$ cat config.mk
export PLATFORM = sky130hd
export DESIGN_NAME = jtag_dma_engine
export DESIGN_NICKNAME = d
export VERILOG_FILES = /design/src/rtl/jtag_dma_engine_pkg.sv /design/src/rtl/jtag_dma_engine_bus_master_if.sv /design/src/rtl/jtag_dma_engine.sv
export SDC_FILE = /design/constraint.sdc
export NUM_CORES = 1
export LEC_CHECK = 0
export CAP_MARGIN = 25
export CORE_UTILIZATION = 40
export CTS_BUF_LIST = sky130_fd_sc_hd__clkbuf_4 sky130_fd_sc_hd__clkbuf_8
export CTS_CLUSTER_SIZE = 10
export DETAILED_ROUTE_END_ITERATION = 12
export PLACE_DENSITY = 0.95
export SLEW_MARGIN = 20
export SYNTH_ARGS = -nofsm -noshare
export SYNTH_HDL_FRONTEND = slang
export SYNTH_SLANG_ARGS = --single-unit
$ cat constraint.sdc
create_clock -name system_clk -period 2.2 [get_ports system_clk]
set_input_delay 0.33 -clock system_clk [delete_from_list [all_inputs] [get_ports system_clk]]
set_output_delay 0.33 -clock system_clk [all_outputs]
set_load 0.1 [all_outputs]
$ cat src/rtl/jtag_dma_engine_pkg.sv
// Shared state encoding, buffer depth and bus field widths for the JTAG chain-1 DMA engine.
package jtag_dma_engine_pkg;

    localparam int BUF_WORDS   = 256;
    localparam int BUS_DATA_W  = 32;
    localparam int BUS_BE_W    = 4;
    localparam int BUS_BURST_W = 8;

    typedef enum logic [2:0] {
        ST_IDLE    = 3'd0,
        ST_REQUEST = 3'd1,
        ST_INIT    = 3'd2,
        ST_WRITE   = 3'd3,
        ST_READ    = 3'd4,
        ST_END     = 3'd5
    } dma_state_e;

    // Received word count clipped to the 8-bit block-size register.
    function automatic logic [7:0] sat_count(input logic [8:0] count);
        if (count[8]) begin
            return 8'hFF;
        end else begin
            return count[7:0];
        end
    endfunction

endpackage

$ cat src/rtl/jtag_dma_engine_bus_master_if.sv
// Bus request/grant handshake and INIT-cycle field drive, shareable by any bus master FSM.
module dma_bus_master_if
    import jtag_dma_engine_pkg::*;
(
    input  dma_state_e             state_i,
    input  logic                   bus_grant_i,
    input  logic                   bus_error_i,
    input  logic [BUS_DATA_W-1:0]  addr_i,
    input  logic                   read_i,
    input  logic [BUS_BE_W-1:0]    be_i,
    input  logic [BUS_BURST_W-1:0] burst_i,
    output logic                   bus_request_o,
    output logic                   granted_o,
    output logic                   begin_transaction_o,
    output logic [BUS_DATA_W-1:0]  init_addr_o,
    output logic                   read_n_write_o,
    output logic [BUS_BE_W-1:0]    byte_enables_o,
    output logic [BUS_BURST_W-1:0] burst_size_o
);

    // Request until granted, then present the transaction header for one cycle.
    always_comb begin
        bus_request_o       = 1'b0;
        granted_o           = 1'b0;
        begin_transaction_o = 1'b0;
        init_addr_o         = '0;
        read_n_write_o      = 1'b0;
        byte_enables_o      = '0;
        burst_size_o        = '0;
        if (state_i == ST_REQUEST) begin
            bus_request_o = 1'b1;
            granted_o     = bus_grant_i & ~bus_error_i;
        end else if (state_i == ST_INIT) begin
            begin_transaction_o = 1'b1;
            init_addr_o         = addr_i;
            read_n_write_o      = read_i;
            byte_enables_o      = be_i;
            burst_size_o        = burst_i;
        end else begin
            bus_request_o = 1'b0;
        end
    end

endmodule

$ cat src/rtl/jtag_dma_engine.sv
// Single-burst bus-master DMA between the DMA bank of the JTAG ping-pong buffer and the system bus.
module jtag_dma_engine #(
    parameter int ADDR_W    = 9,
    parameter int BUF_WORDS = jtag_dma_engine_pkg::BUF_WORDS
) (
    input  logic              system_clk,
    input  logic              n_reset,
    input  logic              launch_write,
    input  logic              launch_read,
    input  logic [31:0]       dma_address,
    input  logic [3:0]        dma_byte_enable,
    input  logic [7:0]        dma_burst_size,
    output logic              dma_busy,
    output logic [7:0]        dma_block_size,
    output logic              dma_error,
    output logic [ADDR_W-1:0] pp_address,
    output logic              pp_write_enable,
    output logic [31:0]       pp_data_in,
    input  logic [31:0]       pp_data_out,
    output logic              bus_request,
    input  logic              bus_grant,
    output logic              begin_transaction,
    output logic [31:0]       address_data_out,
    output logic              read_n_write,
    output logic [3:0]        byte_enables,
    output logic [7:0]        burst_size,
    output logic              data_valid_out,
    output logic              end_transaction_out,
    input  logic [31:0]       address_data_in,
    input  logic              data_valid_in,
    input  logic              end_transaction_in,
    input  logic              busy_in,
    input  logic              bus_error_in
);
    import jtag_dma_engine_pkg::*;

    dma_state_e             state_q, state_d;
    logic [BUS_DATA_W-1:0]  addr_q, addr_d;
    logic [BUS_BE_W-1:0]    be_q, be_d;
    logic [BUS_BURST_W-1:0] burst_q, burst_d;
    logic                   read_q, read_d;
    logic [8:0]             beat_q, beat_d;
    logic [7:0]             block_q, block_d;
    logic                   error_q, error_d;

    logic                   granted_s;
    logic [7:0]             buf_index_s;
    logic [BUS_DATA_W-1:0]  init_addr_s;
    logic [BUS_DATA_W-1:0]  wr_data_s;

    dma_bus_master_if u_bus_if (
        .state_i             (state_q),
        .bus_grant_i         (bus_grant),
        .bus_error_i         (bus_error_in),
        .addr_i              (addr_q),
        .read_i              (read_q),
        .be_i                (be_q),
        .burst_i             (burst_q),
        .bus_request_o       (bus_request),
        .granted_o           (granted_s),
        .begin_transaction_o (begin_transaction),
        .init_addr_o         (init_addr_s),
        .read_n_write_o      (read_n_write),
        .byte_enables_o      (byte_enables),
        .burst_size_o        (burst_size)
    );

    // Next-state, beat counting and buffer/bus datapath steering.
    always_comb begin
        state_d             = state_q;
        addr_d              = addr_q;
        be_d                = be_q;
        burst_d             = burst_q;
        read_d              = read_q;
        beat_d              = beat_q;
        block_d             = block_q;
        error_d             = error_q;
        buf_index_s         = beat_q[7:0];
        wr_data_s           = '0;
        pp_write_enable     = 1'b0;
        pp_data_in          = '0;
        data_valid_out      = 1'b0;
        end_transaction_out = 1'b0;
        case (state_q)
            ST_IDLE: begin
                if (launch_read || launch_write) begin
                    read_d  = launch_read;
                    addr_d  = dma_address;
                    be_d    = dma_byte_enable;
                    burst_d = dma_burst_size;
                    beat_d  = 9'd0;
                    error_d = 1'b0;
                    state_d = ST_REQUEST;
                end else begin
                    state_d = ST_IDLE;
                end
            end
            ST_REQUEST: begin
                if (bus_error_in) begin
                    error_d = 1'b1;
                    state_d = ST_IDLE;
                end else if (granted_s) begin
                    state_d = ST_INIT;
                end else begin
                    state_d = ST_REQUEST;
                end
            end
            ST_INIT: begin
                if (bus_error_in) begin
                    error_d = 1'b1;
                    state_d = ST_END;
                end else begin
                    state_d = read_q ? ST_READ : ST_WRITE;
                end
            end
            ST_WRITE: begin
                // Look one word ahead on acceptance so the RAM output tracks the current beat.
                data_valid_out = 1'b1;
                wr_data_s      = pp_data_out;
                if (bus_error_in) begin
                    error_d = 1'b1;
                    state_d = ST_END;
                end else if (!busy_in) begin
                    buf_index_s = beat_q[7:0] + 8'd1;
                    if (beat_q == {1'b0, burst_q}) begin
                        state_d = ST_END;
                    end else begin
                        beat_d = beat_q + 9'd1;
                    end
                end else begin
                    state_d = ST_WRITE;
                end
            end
            ST_READ: begin
                if (bus_error_in) begin
                    error_d = 1'b1;
                    state_d = ST_END;
                end else begin
                    if (data_valid_in && (beat_q < 9'(BUF_WORDS))) begin
                        pp_write_enable = 1'b1;
                        pp_data_in      = address_data_in;
                        beat_d          = beat_q + 9'd1;
                    end else begin
                        beat_d = beat_q;
                    end
                    if (end_transaction_in) begin
                        block_d = sat_count(beat_d);
                        state_d = ST_IDLE;
                    end else begin
                        state_d = ST_READ;
                    end
                end
            end
            ST_END: begin
                end_transaction_out = 1'b1;
                if (bus_error_in) begin
                    error_d = 1'b1;
                end else begin
                    error_d = error_q;
                end
                state_d = ST_IDLE;
            end
            default: begin
                state_d = ST_IDLE;
            end
        endcase
    end

    // Engine registers; reset overrides any burst in flight.
    always_ff @(posedge system_clk) begin
        if (!n_reset) begin
            state_q <= ST_IDLE;
            addr_q  <= '0;
            be_q    <= '0;
            burst_q <= '0;
            read_q  <= 1'b0;
            beat_q  <= 9'd0;
            block_q <= 8'd0;
            error_q <= 1'b0;
        end else begin
            state_q <= state_d;
            addr_q  <= addr_d;
            be_q    <= be_d;
            burst_q <= burst_d;
            read_q  <= read_d;
            beat_q  <= beat_d;
            block_q <= block_d;
            error_q <= error_d;
        end
    end

    assign pp_address       = {{(ADDR_W-8){1'b0}}, buf_index_s};
    assign address_data_out = init_addr_s | wr_data_s;
    assign dma_busy         = (state_q != ST_IDLE);
    assign dma_block_size   = block_q;
    assign dma_error        = error_q;

endmodule

# [Word-level counts from Yosys, hierarchy flattened]
# Cells that the tools add are included.
[totals] regBits=66 output_inout_bits=101 in_bits=117
[classes] mux=48 n_bitwise=3 addsub=2 n_eq_ne=13 order_cmp=1 n_reduce_logical=11
[ops] operator="32-bit 2-to-1 mux" count=6
[ops] operator="9-bit 2-to-1 mux" count=8
[ops] operator="8-bit 2-to-1 mux" count=6
[ops] operator="32-bit OR" count=1
[ops] operator="9-bit one-hot mux with 3 select lines" count=1
[ops] operator="3-bit 2-to-1 mux" count=7
[ops] operator="3-bit one-hot mux with 5 select lines" count=1
[ops] operator="1-bit 2-to-1 mux" count=14
[ops] operator="2-bit != test, second input constant" count=5
[ops] operator="9-bit by 1-bit adder with 9-bit output, second input constant" count=1
[ops] operator="9-bit by 8-bit equality test with 1-bit output" count=1
[ops] operator="9-bit < comparator, second input constant" count=1
[ops] operator="8-bit by 1-bit adder with 8-bit output, second input constant" count=1
[ops] operator="4-bit 2-to-1 mux" count=2
[ops] operator="3-bit by 2-bit equality test with 1-bit output, second input constant" count=2
[ops] operator="3-bit equality test, second input constant" count=2
[ops] operator="3-bit AND reduction" count=2
[ops] operator="6-bit AND reduction" count=1
[ops] operator="3-bit nonzero test" count=2
[ops] operator="5-bit OR reduction" count=1
[ops] operator="2-bit 2-to-1 mux" count=2
[ops] operator="4-bit != test, second input constant" count=1
[ops] operator="3-bit by 1-bit equality test with 1-bit output, second input constant" count=1
[ops] operator="3-bit zero test" count=1
[ops] operator="other kinds (8)" count=8

# [Logic depth before layout (Yosys ltp)]
[depth] word_depth=7 mapped_depth=7 depth_no_buf=6

# [Modules after synthesis]
# Synthesis repeated with hierarchy kept, for this count alone.
[hier_totals] cells_unflattened=509 hier_area_um2=4010.1
[modules_own_cells] mod="jtag_dma_engine" area_each_um2=3629.7 instances=1 cells_per_inst=457
[modules_own_cells] mod="dma_bus_master_if" area_each_um2=380.4 instances=1 cells_per_inst=52

# [Least setup slack after synthesis]
# OpenSTA, ideal clock, no wires.
[synth_timing] kind="reg2out" from="register state_q[2]" to="output burst_size[0]" t_arrival_ps=2860 n_path_buf=2 stages_incl_launch_ff=6 required_time_ps=1870 slack_ps=-990 cell_sequence="dfxtp_1 buf_2 nand2b_1 nor2_1 clkbuf_1 and2_1"
[synth_between] elab_chain_cells=3
[synth_rtl] item="from (decl)" line="jtag_dma_engine.sv:37" source="dma_state_e state_q, state_d;"
[synth_rtl] item="from (signal assigned)" line="jtag_dma_engine.sv:181" source="state_q <= state_d;"
[synth_rtl] item="3-bit by 2-bit equality test with 1-bit output" line="jtag_dma_engine_bus_master_if.sv:33" source="end else if (state_i == ST_INIT) begin"
[synth_rtl] item="8-bit 2-to-1 mux" line="jtag_dma_engine_bus_master_if.sv:33"
[synth_rtl] item="8-bit 2-to-1 mux (*)" line="jtag_dma_engine_bus_master_if.sv:30" source="if (state_i == ST_REQUEST) begin"
[synth_rtl] item="to (decl)" line="jtag_dma_engine.sv:26" source="output logic [7:0] burst_size,"
# Every way passes the cells marked *; elsewhere a longest branch is shown, timed or not.

# [Worst setup path in the final report]
[layout_timing] from="register state_q[2]" to="output pp_data_in[20]"
[layout_between] elab_chain_cells=2
[layout_rtl] item="3-bit equality test" line="jtag_dma_engine.sv:84" source="case (state_q)"
[layout_rtl] item="32-bit 2-to-1 mux" line="jtag_dma_engine.sv:84"
[layout_rtl] item="to (decl)" line="jtag_dma_engine.sv:18" source="output logic [31:0] pp_data_in,"
# No other way between the ends.

==> summary.txt <==
Yosys
  – Post-Synth Simple-Gate Area: about a quarter
  – Adder-Cell Fraction of Synth Area: less than 1%
  – Main combinational cell family by area after synthesis: simple AND/OR/NAND/NOR gates
  – Yosys cell types: 53
  – Seq/Total Area, Yosys: ~35%
  – Post-Syn Area per Cell: around 8 µm²
  – Synth Register Bits: between 60 and 70
  – Cell area after synthesis: approximately 3800 µm²
  – Synthesized net count: slightly below 600
  – Mux contribution to synthesized area: about 2.9%
  – Compound-gate portion of the synthesized area: roughly a quarter
  – Synth async-reset ratio: 0%
  – Mapped Cells: 478
  – Post-synth top flop: dfxtp_1
  – Yosys Warn Count: 0
  – Number of flops mapped to enable cells by yosys: 0
  – Xor/xnor share of the synthesized area: under 10%

Detailed routing
  – Post-DRT Antenna Nets: 0
  – Routed wire length on met2: around 8400 µm
  – Vias per inst: about 5.5
  – M1 WL: 5320 µm
  – DR WL/cell: approximately 19 µm
  – Residual DRC: 0
  – Top Metal Used: met4
  – WL final: about 16000 µm
  – Initial DRC Count: 190
  – Vias: between 4000 and 5000
  – Pre-antenna DRT Iters: 5
  – Wire length on met3: between 1000 and 1500 µm

Floorplan
  – Placeable core area: 9240 µm²
  – Die area: around 10000 µm²
  – Die Wd: between 90 and 100 µm
  – Die height: approximately 100 µm
  – Initial core utilization: between 40% and 50%
  – FP Rows: 35
  – # IOs: between 200 and 250

STA
  – Final-report hold violation count: 0
  – Slew HR: between 50 and 60%
  – Fin. max-slew vios: 0
  – Fin Setup TNS: -0.611 ns
  – RSZ-0062 raised after global routing: yes
  – F_max: about 440 MHz
  – Crit share post-route: 102%
  – Min setup slack post-route: -0.0519 ns
  – Minimum clock period: roughly 2.3 ns
  – Clock skew: slightly below 0.008 ns
  – Worst-Margin Slew: 0.619 ns
  – Final setup violation count: 16

Clock tree
  – Clock-pin slew on the worst setup and hold paths: roughly 0.070 ns
  – CTS tree: done
  – CTS max path bufs: 2
  – Clock Sinks: 66
  – H-tree lvl count: 3
  – CTS Buf Count: 9
  – Clock latency at the later pin of the worst-skew pair: approximately 0.34 ns
  – Root Buffer: clkbuf_8

Worst setup path
  – Req. time, crit path: about 1.9 ns
  – Reg2reg start: burst_q[2]$_SDFFE_PN0P_
  – Startpoint Class: register
  – CP endpoint kind: output port
  – R2R Path End: beat_q[1]$_SDFFE_PN0P_
  – Reg2reg setup slack: about 0.17 ns
  – Setup CP Type: register to output port
  – Worst-path fanout max: 16
  – R2r worst-path depth: 5
  – Data arrival, critical path: 1.92 ns

Hold path
  – Hold wc startpoint: addr_q[6]$_SDFFE_PN0P_
  – Hold Path End: addr_q[6]$_SDFFE_PN0P_
  – Hold WC Path Type: register to register
  – Worst hold path stage count: 2

Global routing
  – Grt total ovfl: 0
  – Initial antenna violation count: 0
  – Global-route wire length before repair: about 23000 µm
  – GRT Util Overall: between 30% and 40%
  – Vias in the first global route: ~4600
  – Largest net degree at the start of global routing: 69

Power
  – Worst vdd ir: between 300 and 400 µV
  – Tot Pwr: between 3 and 4 mW
  – Net Switching: around 1.0 mW
  – Power share of the clock group: a little under a third
  – Leak: between 3 and 4 nW
  – Pint: ~2.3 mW
  – Combinational share of power: approximately 29%
  – Power per cell area: about 420 nW/µm²
  – Sequential Power Share: between 40% and 50%
  – Switching part of the total: a little under a third

Place
  – Port bufs: around 220
  – Placer Congestion: around 0.85
  – Dpl hpwl: 11300 µm

Final layout
  – Layout cell share with drive strength beyond 1: a little under two fifths
  – ANT cells: 0
  – Final Core Density: around 85%
  – Layout area overhead: 105%
  – Net count reported at finish: between 800 and 900

Flow run
  – Max-Cap Viols: 0

Outcome
  – Failing checks: setup timing
  – Outcome: finished, violations left
## stage by stage
step	hold slack, ns	std cells	setup slack [ns]	area [µm²]
floorplan	0.435	478	-0.388	4110
global placement	0.442	811	0.0845	7420
detailed placement	0.456	811	0.0161	7420
CTS	0.466	830	-0.0496	7680
global route	0.499	835	-0.0856	7820
finish	0.464	835	-0.0519	7820
## synthesized netlist by cell type, types with 7 or more instances
cell type | n | area share [%]
xnor2_1 | 13 | 3.0
dfxtp_1 | 66 | 35
a21boi_0 | 38 | 7.5
mux2i_1 | 10 | 2.6
a21boi_1 | 7 | 1.4
nand2_1 | 116 | 11
a22o_1 | 32 | 7.3
buf_2 | 12 | 1.6
nor2_1 | 11 | 1.1
o21ai_0 | 12 | 1.6
clkbuf_1 | 22 | 2.2
a21oi_1 | 20 | 2.6
and2_1 | 46 | 7.5
## cell type report
class / count / area (µm²)
tap: 129 / 161
clock inverter: 5 / 55.1
multi-input combinational: 368 / 2660
timing repair buffer: 252 / 3450
clock buffer: 11 / 139
inverter: 4 / 15.0
sequential: 66 / 1340
fill: 457 / 1420
## cells by family (layout without fill, tap and decap cells)
| group | Yosys count | count (layout) |
|---|---|---|
| other | 1 | 1 |
| flip-flops | 66 | 66 |
| adder cells (fa/ha/maj) | 1 | 1 |
| AO/OA/AOI/OAI | 128 | 128 |
| multiplexers | 11 | 11 |
| XOR/XNOR | 22 | 22 |
| AND/OR/NAND/NOR | 205 | 205 |
| buffers and inverters | 44 | 272 |
## worst max path at each step
| stage | startpoint | slack [ns] | to | cells after the start |
|---|---|---|---|---|
| finish | state_q[2]$_SDFFE_PN0P_ | -0.05 | pp_data_in[20] | 6 |
| global route | state_q[0]$_SDFFE_PN0P_ | -0.09 | pp_data_in[20] | 6 |
| CTS | state_q[1]$_SDFFE_PN0P_ | -0.05 | address_data_out[0] | 6 |
| detailed placement | bus_error_in | 0.02 | dma_block_size[7]$_SDFFE_PN0P_ | 6 |
| global placement | bus_error_in | 0.08 | pp_data_in[1] | 6 |
| floorplan | state_q[2]$_SDFFE_PN0P_ | -0.39 | burst_size[0] | 5 |
## power by group through the flow
stage | Sequential (mW) | Combinational, mW | Clock, mW
final | 1.33 | 0.943 | 1.02
after global routing | 1.34 | 0.991 | 1.07
after CTS | 1.33 | 0.921 | 1.02
after detailed placement | 1.36 | 0.911 | 0
after global placement | 1.35 | 0.875 | 0
after floorplan | 1.36 | 0.466 | 0
## placed cells by master (no fill, tap or decap), types with 4 or more instances in the layout
cell,n
buf_4,32
nor2_1,9
mux2i_1,10
a22o_2,27
a21boi_1,7
buf_6,5
and2_2,4
nand3_1,4
a21boi_0,38
xnor2_4,7
nand2_1,115
clkbuf_8,9
xnor2_1,7
a311o_1,6
buf_12,96
a21oi_1,20
and2_4,41
o21ai_0,12
nor2b_1,4
clkdlybuf4s50_1,115
dfxtp_1,60
xor2_1,5
## critical path, cell delays in order (launching register included)
cell	delay (ns)
dfxtp_2	0.34
or3b_4	0.40
nor3_4	0.23
buf_6	0.14
buf_16	0.13
and2_4	0.16
buf_12	0.17
## sequential cells by signal, summed over array words and instances, names as in the netlist
| register | flops |
|---|---|
| read_q | 1 |
| dma_error | 1 |
| be_q | 4 |
| state_q | 3 |
| burst_q | 8 |
| beat_q | 9 |
| dma_block_size | 8 |
| addr_q | 32 |
## timing repair
item | 4_1_cts | 5_1_grt
gates resized for setup | 10 | 36
hold endpoints to repair | 0 | 0
setup buffers | 2 | 3
setup endpoints to repair | 55 | 87
cloned | 1 | 3
hold buffers | 0 | 0
pin swaps | 0 | 12
## layer usage
metal	track usage, %	vias up
met1	29.9	2133
met3	8.98	47
met4	12.9	0
li1	-	2082
met5	0	-
met2	58.0	296
Note: power is estimated with default switching activity, not from simulation.
